`src/rtl/uart_tx_parity.sv`:
```
// uart_tx_parity: UART transmitter, 8 data bits, LSB first, one stop bit.
// Configuration macro UART_TX_PARITY_EN: when defined, an even parity bit
// is sent between the data bits and the stop bit (8E1, 11-bit frame).
// When undefined the frame is 8N1 (10 bits); the parity register is still
// loaded on acceptance but never driven onto the line.
// All outputs are registered; each frame bit lasts CLK_CY_PER_BIT cycles.
module uart_tx_parity #(
   parameter int CLK_CY_PER_BIT = 87
) (
   input  logic       i_clk,
   input  logic       i_rst_n,
   input  logic       i_Tx_Dv,
   input  logic [7:0] i_Tx_Byte,
   output logic       o_Tx_Active,
   output logic       o_Tx_Serial,
   output logic       o_Tx_Done
);

   localparam int CNT_W = (CLK_CY_PER_BIT > 1) ? $clog2(CLK_CY_PER_BIT) : 1;
   localparam logic [CNT_W-1:0] CNT_LAST = CNT_W'(CLK_CY_PER_BIT - 1);

   typedef enum logic [2:0] {
      IDLE    = 3'd0,
      START   = 3'd1,
      DATA    = 3'd2,
      PARITY  = 3'd3,
      STOP    = 3'd4,
      CLEANUP = 3'd5
   } state_t;

   // Even parity bit: makes the total count of ones (data + parity) even.
   function automatic logic even_parity(input logic [7:0] d);
      return ^d;
   endfunction

   state_t           r_state,      w_state_nxt;
   logic [CNT_W-1:0] r_clk_cnt,    w_clk_cnt_nxt;
   logic [2:0]       r_bit_idx,    w_bit_idx_nxt;
   logic [7:0]       r_tx_data,    w_tx_data_nxt;
   logic             r_parity_out, w_parity_out_nxt;
   logic             r_tx_serial,  w_tx_serial_nxt;
   logic             r_tx_active,  w_tx_active_nxt;
   logic             r_tx_done,    w_tx_done_nxt;

   logic [2:0]       w_bit_idx_inc;
   logic             w_bit_end;

   assign w_bit_idx_inc = r_bit_idx + 3'd1;
   assign w_bit_end     = (r_clk_cnt == CNT_LAST);

   // State, counters, latched byte and registered outputs.
   always_ff @(posedge i_clk or negedge i_rst_n) begin
      if (!i_rst_n) begin
         r_state      <= IDLE;
         r_clk_cnt    <= '0;
         r_bit_idx    <= '0;
         r_tx_data    <= '0;
         r_parity_out <= 1'b0;
         r_tx_serial  <= 1'b1;
         r_tx_active  <= 1'b0;
         r_tx_done    <= 1'b0;
      end else begin
         r_state      <= w_state_nxt;
         r_clk_cnt    <= w_clk_cnt_nxt;
         r_bit_idx    <= w_bit_idx_nxt;
         r_tx_data    <= w_tx_data_nxt;
         r_parity_out <= w_parity_out_nxt;
         r_tx_serial  <= w_tx_serial_nxt;
         r_tx_active  <= w_tx_active_nxt;
         r_tx_done    <= w_tx_done_nxt;
      end
   end

   // Next-state and next-output logic; the line level for the next bit is
   // computed at the bit boundary so the output register changes in step
   // with the state.
   always_comb begin
      w_state_nxt      = r_state;
      w_clk_cnt_nxt    = r_clk_cnt;
      w_bit_idx_nxt    = r_bit_idx;
      w_tx_data_nxt    = r_tx_data;
      w_parity_out_nxt = r_parity_out;
      w_tx_serial_nxt  = r_tx_serial;
      w_tx_active_nxt  = r_tx_active;
      w_tx_done_nxt    = 1'b0;

      case (r_state)
         IDLE: begin
            w_tx_serial_nxt = 1'b1;
            w_tx_active_nxt = 1'b0;
            w_clk_cnt_nxt   = '0;
            w_bit_idx_nxt   = '0;
            if (i_Tx_Dv) begin
               w_tx_data_nxt    = i_Tx_Byte;
               w_parity_out_nxt = even_parity(i_Tx_Byte);
               w_tx_serial_nxt  = 1'b0;
               w_tx_active_nxt  = 1'b1;
               w_state_nxt      = START;
            end
         end

         START: begin
            w_tx_serial_nxt = 1'b0;
            if (w_bit_end) begin
               w_clk_cnt_nxt   = '0;
               w_bit_idx_nxt   = '0;
               w_tx_serial_nxt = r_tx_data[0];
               w_state_nxt     = DATA;
            end else begin
               w_clk_cnt_nxt = r_clk_cnt + CNT_W'(1);
            end
         end

         DATA: begin
            w_tx_serial_nxt = r_tx_data[r_bit_idx];
            if (w_bit_end) begin
               w_clk_cnt_nxt = '0;
               if (r_bit_idx == 3'd7) begin
                  w_bit_idx_nxt = '0;
`ifdef UART_TX_PARITY_EN
                  w_tx_serial_nxt = r_parity_out;
                  w_state_nxt     = PARITY;
`else
                  w_tx_serial_nxt = 1'b1;
                  w_state_nxt     = STOP;
`endif
               end else begin
                  w_bit_idx_nxt   = w_bit_idx_inc;
                  w_tx_serial_nxt = r_tx_data[w_bit_idx_inc];
               end
            end else begin
               w_clk_cnt_nxt = r_clk_cnt + CNT_W'(1);
            end
         end

         PARITY: begin
            w_tx_serial_nxt = r_parity_out;
            if (w_bit_end) begin
               w_clk_cnt_nxt   = '0;
               w_tx_serial_nxt = 1'b1;
               w_state_nxt     = STOP;
            end else begin
               w_clk_cnt_nxt = r_clk_cnt + CNT_W'(1);
            end
         end

         STOP: begin
            w_tx_serial_nxt = 1'b1;
            if (w_bit_end) begin
               w_clk_cnt_nxt   = '0;
               w_tx_active_nxt = 1'b0;
               w_tx_done_nxt   = 1'b1;
               w_state_nxt     = CLEANUP;
            end else begin
               w_clk_cnt_nxt = r_clk_cnt + CNT_W'(1);
            end
         end

         CLEANUP: begin
            w_tx_serial_nxt = 1'b1;
            w_tx_active_nxt = 1'b0;
            w_clk_cnt_nxt   = '0;
            w_state_nxt     = IDLE;
         end

         default: begin
            w_tx_serial_nxt = 1'b1;
            w_tx_active_nxt = 1'b0;
            w_clk_cnt_nxt   = '0;
            w_bit_idx_nxt   = '0;
            w_state_nxt     = IDLE;
         end
      endcase
   end

   assign o_Tx_Serial = r_tx_serial;
   assign o_Tx_Active = r_tx_active;
   assign o_Tx_Done   = r_tx_done;

endmodule

```
`config.mk`:
```
export PLATFORM = sky130hd
export DESIGN_NAME = uart_tx_parity
export DESIGN_NICKNAME = d
export VERILOG_FILES = /design/src/rtl/uart_tx_parity.sv
export SDC_FILE = /design/constraint.sdc
export NUM_CORES = 1
export LEC_CHECK = 0
export ABC_AREA = 1
export CORE_MARGIN = 2
export CORE_UTILIZATION = 35
export DETAILED_ROUTE_END_ITERATION = 7
export GPL_ROUTABILITY_DRIVEN = 0
export SLEW_MARGIN = 15
export SYNTH_ARGS = -nofsm -noshare
export SYNTH_HDL_FRONTEND = slang
export SYNTH_SLANG_ARGS = --single-unit
```
`constraint.sdc`:
```
create_clock -name i_clk -period 2.5 [get_ports i_clk]
set_clock_uncertainty 0.2 [all_clocks]
set_input_delay 0.5 -clock i_clk [delete_from_list [all_inputs] [get_ports i_clk]]
set_output_delay 0.5 -clock i_clk [all_outputs]
set_load 0.005 [all_outputs]
```
# Yosys cells after proc, flatten, opt, wreduce, memory -nomap -nowiden
# Index checks and enable logic that the tools add are counted.
dict set report classes {
  n_addsub 2
  n_mul 0
  n_div 0
  n_lt_le_gt_ge 2
  eq_ne 13
  n_shift 0
  muxes 28
  bitwise_logic 2
  n_reduce_logical 9
}
# operator n
set ops {}
lappend ops {{$mux W3} 9}
lappend ops {{$pmux W3 S5} 1}
lappend ops {{$mux W7} 2}
lappend ops {{$ne A2 B2 Y1 const B} 6}
lappend ops {{$mux W1} 11}
lappend ops {{$eq A3 B3 Y1 const B} 3}
lappend ops {{$pmux W3 S3} 1}
lappend ops {{$lt A3 B4 Y1 const B} 2}
lappend ops {{$reduce_xor A8 Y1} 1}
lappend ops {{$add A7 B1 Y7 const B} 1}
lappend ops {{$eq A7 B7 Y1 const B} 1}
lappend ops {{$bmux W1 S3} 2}
lappend ops {{$eq A3 B2 Y1 const B} 2}
lappend ops {{$reduce_and A6 Y1} 1}
lappend ops {{$reduce_or A3 Y1} 2}
lappend ops {{$pmux W1 S4} 1}
lappend ops {{$reduce_and A2 Y1} 2}
lappend ops {{$reduce_or A4 Y1} 1}
lappend ops {{$add A3 B1 Y3 const B} 1}
lappend ops {{$eq A3 B1 Y1 const B} 1}
lappend ops {{$logic_not A3 Y1} 1}
lappend ops {{$pmux W1 S3} 1}
lappend ops {{$reduce_and A3 Y1} 1}
lappend ops {{$not A1 Y1} 2}
dict set report totals {
  regBits 25
  latchBits 0
  mem_bits_rw 0
  rom_bits 0
  in_bits 11
  output_inout_bits 3
  word_cells 64
  mem_count 0
}

# Logic depth before layout (Yosys ltp)
dict set report logic_depth {
  ltp_word 6
  ltp_mapped 10
  depth_no_buf 10
}

# Least setup slack after synthesis
# OpenSTA, ideal clock, no wires.
dict set report synth_timing {
  kind {reg2reg}
  startpoint {reg r_clk_cnt[0]}
  endpoint {reg r_state[0]}
  setup_ps 120
  arrival_ps 1174
  required_time_ps 2180
  slack_ps 1006
  path_stages_with_launch 10
  n_path_buf 0
  period_less_slack_ps 1494
  path_cell_list {dfrtp_1 > inv_1 > ha_1 > nand2_1 > inv_1 > nand3_4 > nand2_2 > nand3_4 > nand2_1 > o21ai_2}
}
dict set report synth_via {
  elab_chain_cells 3
  elab_cells_between_ends 6
  cone_classes {5 x eq/ne; 1 x reduce/logical}
}
# item line_no
set synth_rtl {}
lappend synth_rtl {{start, declared} 37} ;# logic [CNT_W-1:0] r_clk_cnt, w_clk_cnt_nxt;
lappend synth_rtl {{start signal, assigned} 64} ;# r_clk_cnt <= w_clk_cnt_nxt;
lappend synth_rtl {{$eq A7 B7 Y1 (*)} 49} ;# assign w_bit_end = (r_clk_cnt == CNT_LAST);
lappend synth_rtl {{$ne A2 B2 Y1 (no line)} n/a}
lappend synth_rtl {{$reduce_and A6 Y1 (no line) (*)} n/a}
lappend synth_rtl {{end signal, assigned} 63} ;# r_state <= w_state_nxt;
lappend synth_rtl {{end, declared} 36} ;# state_t r_state, w_state_nxt;
# Every way passes the cells marked *; elsewhere a longest branch is shown, timed or not.
# A chain may end at the register's enable or synchronous reset.

# Worst setup path in the final report
dict set report layout_timing {
  startpoint {reg r_tx_serial, in the netlist o_Tx_Serial}
  endpoint {out o_Tx_Serial}
}
# item line_no
set layout_rtl {}
lappend layout_rtl {{start, declared} 41} ;# logic r_tx_serial, w_tx_serial_nxt;
lappend layout_rtl {{start signal, assigned} 68} ;# r_tx_serial <= w_tx_serial_nxt;
lappend layout_rtl {{end, declared} 15} ;# output logic o_Tx_Serial,
# No word-level cell between the ends.

==> metrics.md <==
| Metric | Value |
|---|---|
| Worst hold path type | flop to flop |
| Vias in the first global route | 1098 |
| Relative slew slack | 0.7685 |
| Total wire length | 2731 um |
| Final setup vio count | 0 |
| Top_reg_cell synth | dfrtp_1 |
| Die area | just under 0.005 sq mm |
| Crit path buffers/inverters | 1 |
| Final Hold Viols | 0 |
| Met1 WL | between 1000 and 1500 um |
| Via-to-Cell Ratio | ~4.6 |
| Peak supply drop | 0.2769 mV |
| Residual DRC count | 0 |
| CTS Root Cell | clkbuf_8 |
| Initial DRC count | 36 |
| IO Pins | 14 |
| Uppermost layer routed | met3 |
| Maximum fanout along the worst path | 1 |
| Num CTS Buffers | 3 |
| Final slew viol count | 0 |
| Final ANT Viol Nets | 0 |
| Ant. Diodes | 0 |
| Placed instance count | roughly 260 |
| Fin worst setup slack | approximately 0.52 ns |
| Number of max-cap violations | 0 |
| First-pass GRT wire length | about 5000 um |
| Die H | 70.15 um |
| Worst-path clk slew | 0.09 ns |
| RSZ-0062 raised after global routing | no |
| Number of synthesized register bits | 25 |
| CTS tree | done |
| Cell leakage power | 0.8251 nW |
| Crit path DAT | 1.28 ns |
| Via count | 1224 |
| Drt first pass iters | 4 |
| Worst Setup Start Kind | flop |
| H-Tree Depth | 1 |
| Post-synth top area share | 0.3922 |
| Endpoint type of the worst setup path | output port |
| Fmax | 0.5061 GHz |
| Least-Margin Pin Slew | 0.3472 ns |
| Post-synth ARST share | 1.000 |
| Area Growth Syn to Fin | 15.60% |
| Final nets | 230 |
| Wire length on met2 | about 1200 um |
| PwrDens | just over 400 mW/mm^2 |
| Worst path required time | 1.80 ns |
| Status | finished, final reports clean |
| Worst path slowest cell | dfstp_2 |
| Unique masters post-synth | 29 |
| Fin Hold WS | about 0.28 ns |
| Cells along the critical path | clkdlybuf4s50_1 |
| Routed wl met3 | 133 um |
| Synth area leaders | dfrtp_1, nand2_1, nand3_1, inv_1, nor2_1 |
| Pwr Total | 0.7263 mW |
| Gr usage total | 0.1233 |
| IO buf count | 13 |
| Postcts setup bufs | 0 |
| Yosys warns | 0 |
| Fill count | 441 |
| Crit-path max cell delay | roughly 0.52 ns |
| Cell taking the most area after synthesis | dfrtp_1 |
| DR WL/cell | 10.27 um |
| Clock tree buffer depth | 2 |
| Register area share after synthesis | 0.4093 |
| Die X | 70.15 um |
| Post-Syn Instances | 197 |
| Share of layout cells above drive strength 1 | 0.1402 |
| Dpl ws | 0.6281 ns |
| Grt total ovfl | 0 |
| Post-route insts no fill | 266 |
| Syn avg cell area | 7.774 sq um |
| Family with the most delay on the worst path | flip-flops |
| Post-synth EDFFs | 0 |
| CTS Hold Bufs | 0 |
| Placeable Area | 0.004294 sq mm |
| Number of core rows | 24 |
| Mapped Nets | between 200 and 250 |
| Num Clock Sinks | 25 |
| Antenna violations before repair | 0 |
| Setup TNS | 0 ns |
| Insertion delay to the later sink of the worst-skew pair | 0.27 ns |
| Hpwl dp | 2139 um |
| Mapped Area | 0.001531 sq mm |
| Initial Utilization | 0.3566 |
| Largest net degree at the start of global routing | 26 |
| Post-CTS sizing | 0 |
| Final worst path period share | 0.7904 |
| Final min period | 1.976 ns |
| Setup Crit Path Kind | flop to output port |
-- layer usage --
| layer | GRT usage | up-vias |
|---|---|---|
| met5 | 0 | - |
| met3 | 0.03175 | 0 |
| met1 | 0.1798 | 549 |
| met4 | 0.01923 | 0 |
| met2 | 0.1884 | 24 |
| li1 | - | 651 |
-- report_power, final --
group / total (mW) / internal, mW / switching (mW)
combinational: 0.0681 / 0.0328 / 0.0353
clock: 0.238 / 0.114 / 0.124
sequential: 0.421 / 0.414 / 0.00688
total: 0.726 / 0.561 / 0.166
-- logic make-up after synthesis --
family,Yosys count,share of synthesized area
adders and majority gates,4,0.03268
AOI/OAI and AO/OA,14,0.05718
xor gates and xnor gates,11,0.06291
and+or+nand+nor,116,0.3644
buffers and inverters,27,0.07352
DFF,25,0.4093
-- final timing paths --
path	start	to	slack [ns]	depth (start not counted)
max in group asynchronous	i_rst_n	o_Tx_Serial$_DFF_PN1_	1.43	2
min in group asynchronous	i_rst_n	r_bit_idx[1]$_DFFE_PN0P_	0.39	2
max reg2reg	r_bit_idx[0]$_DFFE_PN0P_	r_state[0]$_DFFE_PN0P_	0.78	9
min	o_Tx_Active$_DFFE_PN0P_	o_Tx_Active$_DFFE_PN0P_	0.28	2
min reg2reg	o_Tx_Active$_DFFE_PN0P_	o_Tx_Active$_DFFE_PN0P_	0.28	2
max	o_Tx_Serial$_DFF_PN1_	o_Tx_Serial	0.52	1
-- sequential cells by signal, summed over array words and instances, names as in the netlist --
| signal | count |
|---|---|
| o_Tx_Done | 1 |
| o_Tx_Serial | 1 |
| r_bit_idx | 3 |
| r_parity_out | 1 |
| r_state | 3 |
| o_Tx_Active | 1 |
| r_clk_cnt | 7 |
| r_tx_data | 8 |
-- cell type report --
class | instances | area (sq um) | area share
timing repair buffer | 15 | 145.1 | 0.08198
tap | 52 | 65.06 | 0.03675
inverter | 25 | 96.34 | 0.05442
sequential | 25 | 626.9 | 0.3541
multi-input combinational | 145 | 792.0 | 0.4473
clock buffer | 4 | 45.04 | 0.02544
-- synthesized netlist by cell type, types with 3 or more instances --
master and instances:
nand3_1 19, ha_1 4, nor2_1 14, xor2_1 6, xnor2_1 5, o21ai_1 5
nand2_1 64, dfrtp_1 24, o21ai_0 3, inv_1 19, nor2_2 3, nand2_2 5
inv_2 4, o21ai_2 4
-- layout by cell type (no fill, tap or decap), types with 2 or more instances in the layout --
master           Yosys  final
nand2_2              5      5
dfrtp_1             24     24
nor2_2               3      3
inv_1               19     19
o21ai_1              5      5
nand3_1             19     19
clkdlybuf4s50_1      0     13
buf_4                0      2
nor2_4               2      2
clkbuf_8             0      3
xnor2_1              5      5
o21ai_2              4      4
nand2_1             64     64
inv_2                4      4
nor2_1              14     14
ha_1                 4      4
o21ai_0              3      3
xor2_1               6      6
nand4_1              2      2
nand3_4              2      2
-- metrics by stage --
step | util | area (sq um)
after floorplan | - | 1531
after global placement | 0.4018 | 1725
after detailed placement | 0.4018 | 1725
after CTS | 0.4123 | 1770
after global routing | 0.4123 | 1770
final | 0.4123 | 1770
Power figures use the tool's default switching activity.
